==> config.mk <==
export PLATFORM = sky130hd
export DESIGN_NAME = dct_col_stage
export DESIGN_NICKNAME = d
export VERILOG_FILES = /design/src/rtl/dct_col_stage_pkg.sv /design/src/rtl/dct_col_stage_csa_eight.sv /design/src/rtl/dct_col_stage.sv
export SDC_FILE = /design/constraint.sdc
export NUM_CORES = 2
export LEC_CHECK = 0
export ABC_CLOCK_PERIOD_IN_PS = 2600
export BUFFER_PORTS_ARGS = -buffer_cell sky130_fd_sc_hd__buf_2
export CAP_MARGIN = 5
export CORE_ASPECT_RATIO = 1.2
export CORE_UTILIZATION = 55
export DETAILED_ROUTE_END_ITERATION = 8
export HOLD_SLACK_MARGIN = 0.12
export PLACE_DENSITY_LB_ADDON = 0.25
export SYNTH_ARGS = -nofsm -noshare
export SYNTH_HDL_FRONTEND = slang
export SYNTH_SLANG_ARGS = --single-unit
==> constraint.sdc <==
create_clock -name clk -period 2.6 [get_ports clk]
set_input_delay 0.13 -clock clk [delete_from_list [all_inputs] [get_ports clk]]
set_output_delay 0.13 -clock clk [all_outputs]
set_load 0.02 [all_outputs]
==> src/rtl/dct_col_stage_pkg.sv <==
// Shared constants for the 8-point column DCT: coefficient magnitudes,
// per-row sign table and default widths.
package dct_col_stage_pkg;

    localparam int SIZE_DEF        = 8;
    localparam int APPROX_BITS_DEF = 0;

    typedef logic [6:0] coef_t;

    localparam coef_t CA = 7'd64;
    localparam coef_t CB = 7'd60;
    localparam coef_t CC = 7'd56;
    localparam coef_t CD = 7'd45;
    localparam coef_t CE = 7'd36;
    localparam coef_t CF = 7'd24;
    localparam coef_t CG = 7'd12;

    // Magnitude of the coefficient applied to x[j] in row r.
    localparam coef_t ROW_MAG [0:7][0:7] = '{
        '{CD, CD, CD, CD, CD, CD, CD, CD},
        '{CA, CC, CE, CG, CG, CE, CC, CA},
        '{CB, CF, CF, CB, CB, CF, CF, CB},
        '{CC, CG, CA, CE, CE, CA, CG, CC},
        '{CD, CD, CD, CD, CD, CD, CD, CD},
        '{CE, CA, CG, CC, CC, CG, CA, CE},
        '{CF, CB, CB, CF, CF, CB, CB, CF},
        '{CG, CE, CC, CA, CA, CC, CE, CG}
    };

    // Bit j set means the x[j] term of that row is subtracted.
    localparam logic [0:7] ROW_NEG [0:7] = '{
        8'b0000_0000,
        8'b0000_1111,
        8'b0011_1100,
        8'b0111_0001,
        8'b0110_0110,
        8'b0100_1101,
        8'b0101_1010,
        8'b0101_0101
    };

    function automatic int neg_count(input logic [0:7] neg);
        return $countones(neg);
    endfunction

endpackage

==> src/rtl/dct_col_stage_csa_eight.sv <==
// Eight operands plus a constant reduced by a 3:2 carry-save tree,
// finished with a single carry-propagate add. Arithmetic is modulo 2^W.
module csa_eight #(
    parameter int W = 19
) (
    input  logic [W-1:0] i_op [0:7],
    input  logic [W-1:0] i_const,
    output logic [W-1:0] o_sum
);

    function automatic logic [2*W-1:0] csa(input logic [W-1:0] a,
                                           input logic [W-1:0] b,
                                           input logic [W-1:0] c);
        logic [W-1:0] carry;
        carry = ((a & b) | (a & c) | (b & c)) << 1;
        return {a ^ b ^ c, carry};
    endfunction

    logic [W-1:0] w_s0, w_c0, w_s1, w_c1, w_s2, w_c2;
    logic [W-1:0] w_s3, w_c3, w_s4, w_c4;
    logic [W-1:0] w_s5, w_c5, w_s6, w_c6;

    // 9 -> 6 -> 4 -> 3 -> 2 operands, then one CPA.
    assign {w_s0, w_c0} = csa(i_op[0], i_op[1], i_op[2]);
    assign {w_s1, w_c1} = csa(i_op[3], i_op[4], i_op[5]);
    assign {w_s2, w_c2} = csa(i_op[6], i_op[7], i_const);
    assign {w_s3, w_c3} = csa(w_s0, w_c0, w_s1);
    assign {w_s4, w_c4} = csa(w_c1, w_s2, w_c2);
    assign {w_s5, w_c5} = csa(w_s3, w_c3, w_s4);
    assign {w_s6, w_c6} = csa(w_s5, w_c5, w_c4);

    assign o_sum = w_s6 + w_c6;

endmodule

==> src/rtl/dct_col_stage.sv <==
// Column-pass 8-point DCT stage: all eight row sums are formed every cycle,
// and the row selected by the free-running counter is captured on wr_en.
module dct_col_stage
    import dct_col_stage_pkg::*;
#(
    parameter int SIZE        = SIZE_DEF,
    parameter int APPROX_BITS = APPROX_BITS_DEF,
    parameter int SIZE_MULT   = SIZE + 6,
    parameter int SIZE_OUT    = SIZE + 2
) (
    input  logic                       clk,
    input  logic                       rst_n,
    input  logic                       start,
    input  logic                       wr_en,
    input  logic signed [SIZE-1:0]     data_in  [0:7],
    input  logic                       approx_en,
    output logic signed [SIZE_OUT-1:0] data_out [0:7],
    output logic                       done
);

    localparam int SUM_W = SIZE_MULT + 5;

    logic [2:0]                 r_cnt;
    logic signed [SIZE_OUT-1:0] r_data_out [0:7];
    logic [SUM_W-1:0]           w_sum      [0:7];
    logic signed [SIZE_OUT-1:0] w_y        [0:7];
    logic [SIZE_MULT-1:0]       w_mask;

    assign w_mask = approx_en ? ({SIZE_MULT{1'b1}} << APPROX_BITS) : {SIZE_MULT{1'b1}};

    for (genvar r = 0; r < 8; r++) begin : g_row
        localparam logic [SUM_W-1:0] ROW_CONST = SUM_W'(neg_count(ROW_NEG[r]));

        logic [SUM_W-1:0] w_term [0:7];
        logic             w_unused_bits;

        for (genvar j = 0; j < 8; j++) begin : g_col
            logic signed [SIZE_MULT-1:0] w_prod;

            assign w_prod = (SIZE_MULT'(data_in[j])
                             * $signed({{(SIZE_MULT-7){1'b0}}, ROW_MAG[r][j]})) & w_mask;
            // Subtraction as ~p; the +1 per negated term lives in ROW_CONST.
            assign w_term[j] = ROW_NEG[r][j] ? ~SUM_W'(w_prod) : SUM_W'(w_prod);
        end

        csa_eight #(.W(SUM_W)) u_csa (
            .i_op    (w_term),
            .i_const (ROW_CONST),
            .o_sum   (w_sum[r])
        );

        assign w_y[r]        = w_sum[r][SIZE_OUT+6:7];
        assign w_unused_bits = ^{w_sum[r][SUM_W-1:SIZE_OUT+7], w_sum[r][6:0]};
    end

    // NOTE: the output registers are architectural state and must read zero
    // straight out of reset, so they sit inside the async reset branch.
    always_ff @(posedge clk or negedge rst_n) begin
        if (!rst_n) begin
            r_cnt <= 3'd0;
            for (int i = 0; i < 8; i++) begin
                r_data_out[i] <= '0;
            end
        end else if (wr_en) begin
            r_data_out[r_cnt] <= w_y[r_cnt];
            r_cnt             <= (start || r_cnt == 3'd7) ? 3'd0 : 3'(r_cnt + 3'd1);
        end
    end

    assign data_out = r_data_out;
    assign done     = (r_cnt == 3'd7);

endmodule

==> impl_metrics.tcl <==
set metrics [dict create \
    cts_buffers 9 \
    finalWirelength_um 180000 \
    violations "capacitance limit, slew limit, setup timing" \
    cts-htree-levels 3 \
    fin_nets 7724 \
    ant_nets 0 \
    ff2ff_path_depth 6 \
    core_mm2 0.0767 \
    crit_cells 31 \
    die_w_um 256 \
    crit_type "in2reg" \
    critPathSlowestCell "fa_1" \
    critPathLaunch "data_in[50]" \
    grt_pass1_wl_um 257000 \
    start_util 0.557 \
    worstPathBufferInverterCount 8 \
    synth-compound-area-share 0.109 \
    row_count 111 \
    endpoint "data_out[79]" \
    crit_fanout 5 \
    hold_viol 0 \
    synth_top_area_share 0.365 \
    drt_iter0_drc 2897 \
    synthSimpleGateAreaFrac 0.0582 \
    grt_setup_unrepaired "true" \
    fin_crit_sh 2.71 \
    worst_pin_slew_ps 1530 \
    drive_above_1_share 0.380 \
    critPathTopFamily "adder cells" \
    netlist_area_mm2 0.0427 \
    regToRegSetupSlack_ps 130 \
    cp-start-kind "primary input" \
    rr_startpoint "r_cnt[0]" \
    avgSynthCellArea_um2 9.17 \
    muxShareOfSynthArea 0.00252 \
    cts.clk_slew.worst_paths_ps 70 \
    status "finished with violations" \
    grt_overflow_total 0 \
    hold_class "in2reg" \
    cpMostUsedCell "fa_1" \
    synth_nets 6215 \
    vias_per_cell 5.45 \
    setup_violations 80 \
    firstDrtPassIters 5 \
    synth_xor_xnor_area_share 0.0841 \
    synth_area_leader_cell "fa_1" \
    clock.fmax_mhz 142 \
    maxCapViolCount 1 \
    grt_max_degree 44 \
    yosys_warnings 0 \
    place_congestion 1.07 \
    worstPathArrival_ps 7280 \
    area_growth_pct 43.9 \
    wire_per_inst_um 25.0 \
    final_common_cell "inv_1" \
    synth-seq-area-share 0.0487 \
    max_stage_delay_ps 620 \
    ios 150 \
    cts.sinks 83 \
    finalCriticalPeriod_ps 7060 \
    drc 0 \
    cts-root-buf "clkbuf_16" \
    grt_pass1_vias 41482 \
    antenna_found_initial 6 \
    grt.total_usage 0.456 \
    cp-end-kind "flip-flop" \
    finalWorstSetupSlack_ps -4460 \
    ys.flop_type "dfrtp_1" \
    finClkSkew_ps 21.7 \
    synth_top_family_by_area "adder cells" \
    critPathRequiredTime_ps 2820 \
    synthArstFlopShare 1.00 \
    syn_inst 4654 \
    die-area_mm2 0.0787 \
    regToRegEndpoint "data_out[74]" \
    slew_violations 6 \
    clk_latency_ps 370 \
    synth_fa_ha_area_frac 0.576 \
    die_height_um 307 \
    synth_area_leaders "fa_1 36%, ha_1 21%, inv_1 12%" \
    cts_tree "done" \
    synth.distinct_cells 72 \
    hpwl_um 156000 \
    synth_edf_count 0 \
    utilization 0.801 \
    portBuffers 148 \
    mostFrequentLayoutCells "1,273 x inv_1, 1,263 x buf_4, 702 x fa_1" \
    vias 39176 \
    ys_ff_latch 83 \
    clk_path_buf_depth 2 \
    timing.slew.headroom -0.0297 \
]
[synth_stat cells (18+ instances only)]
library cell  instances
nand3_1              23
nor2_1              130
nor3_1               50
clkbuf_1             22
nand2b_1             18
xor2_1              114
xnor2_1             294
nor2b_1              43
fa_1                778
a21o_1               85
o21bai_1             88
inv_1              1366
o21ai_0             158
nand2_1             151
ha_1                714
or2_2                18
a21oi_1             272
dfrtp_1              83
[worst register-to-register path, cell delays in order (launching register included)]
cell,delay [ps]
dfrtp_1,480
buf_4,270
inv_1,110
nand2_1,90
nor3_1,1170
nand3_4,180
nand2_2,120
[area by class of cell]
class,count,area [µm²]
multi-input combinational,3182,40700
fill,4971,15300
clock inverter,7,80.1
antenna,2,5.00
inverter,1366,5160
clock buffer,9,225
sequential,83,2080
tap,1017,1270
timing repair buffer,1521,11900
[registers in the layout, indices dropped and copies added (netlist names)]
name,count
r_cnt,3
data_out,80
[how the worst min path moves through the flow]
stage | from | end | slack (ps) | depth (start not counted)
finish | wr_en | r_cnt[1] | 160 | 2
global route | wr_en | r_cnt[1] | 160 | 2
CTS | wr_en | r_cnt[1] | 130 | 2
detailed placement | rst_n | data_out[46] | 170 | 1
global placement | rst_n | data_out[28] | 170 | 1
floorplan | rst_n | data_out[0] | -170 | 0
[metal layers]
layer	track usage	vias up	wire, µm
met1	0.539	19486	65700
met2	0.736	1664	81300
met3	0.0741	606	13900
li1	-	17416	-
met4	0.376	4	18700
met5	0	-	34
[kinds of logic (layout without fill, tap and decap cells)]
| kind of cell | count (synthesis) | after routing |
|---|---|---|
| fa+ha+maj | 1499 | 1499 |
| mux | 10 | 10 |
| xor+xnor | 409 | 409 |
| compound gates | 749 | 749 |
| other cells | 0 | 2 |
| buf+inv | 1389 | 2903 |
| flops | 83 | 83 |
| simple gates | 515 | 515 |
[per-stage QoR]
stage	cell area [µm²]	cells	setup WS (ps)	TNS, ps	hold WS [ps]
finish	61400	7187	-4460	-291790	160
global route	61400	7185	-4730	-303130	156
CTS	60400	7154	-4500	-282630	133
detailed placement	57000	7085	-4890	-328690	166
global placement	57000	7085	-4770	-322860	167
floorplan	45200	4654	-4070	-238800	-166
[what timing repair did]
item,4_1_cts,5_1_grt
endpoints found under the setup margin,80,80
pin swaps,366,211
gates resized for setup,579,192
hold endpoints to repair,42,0
setup buffers,69,47
hold buffers,2,0
Power is not shown: default switching activity piles up to over one toggle a cycle in this logic, so the estimate is an artifact.
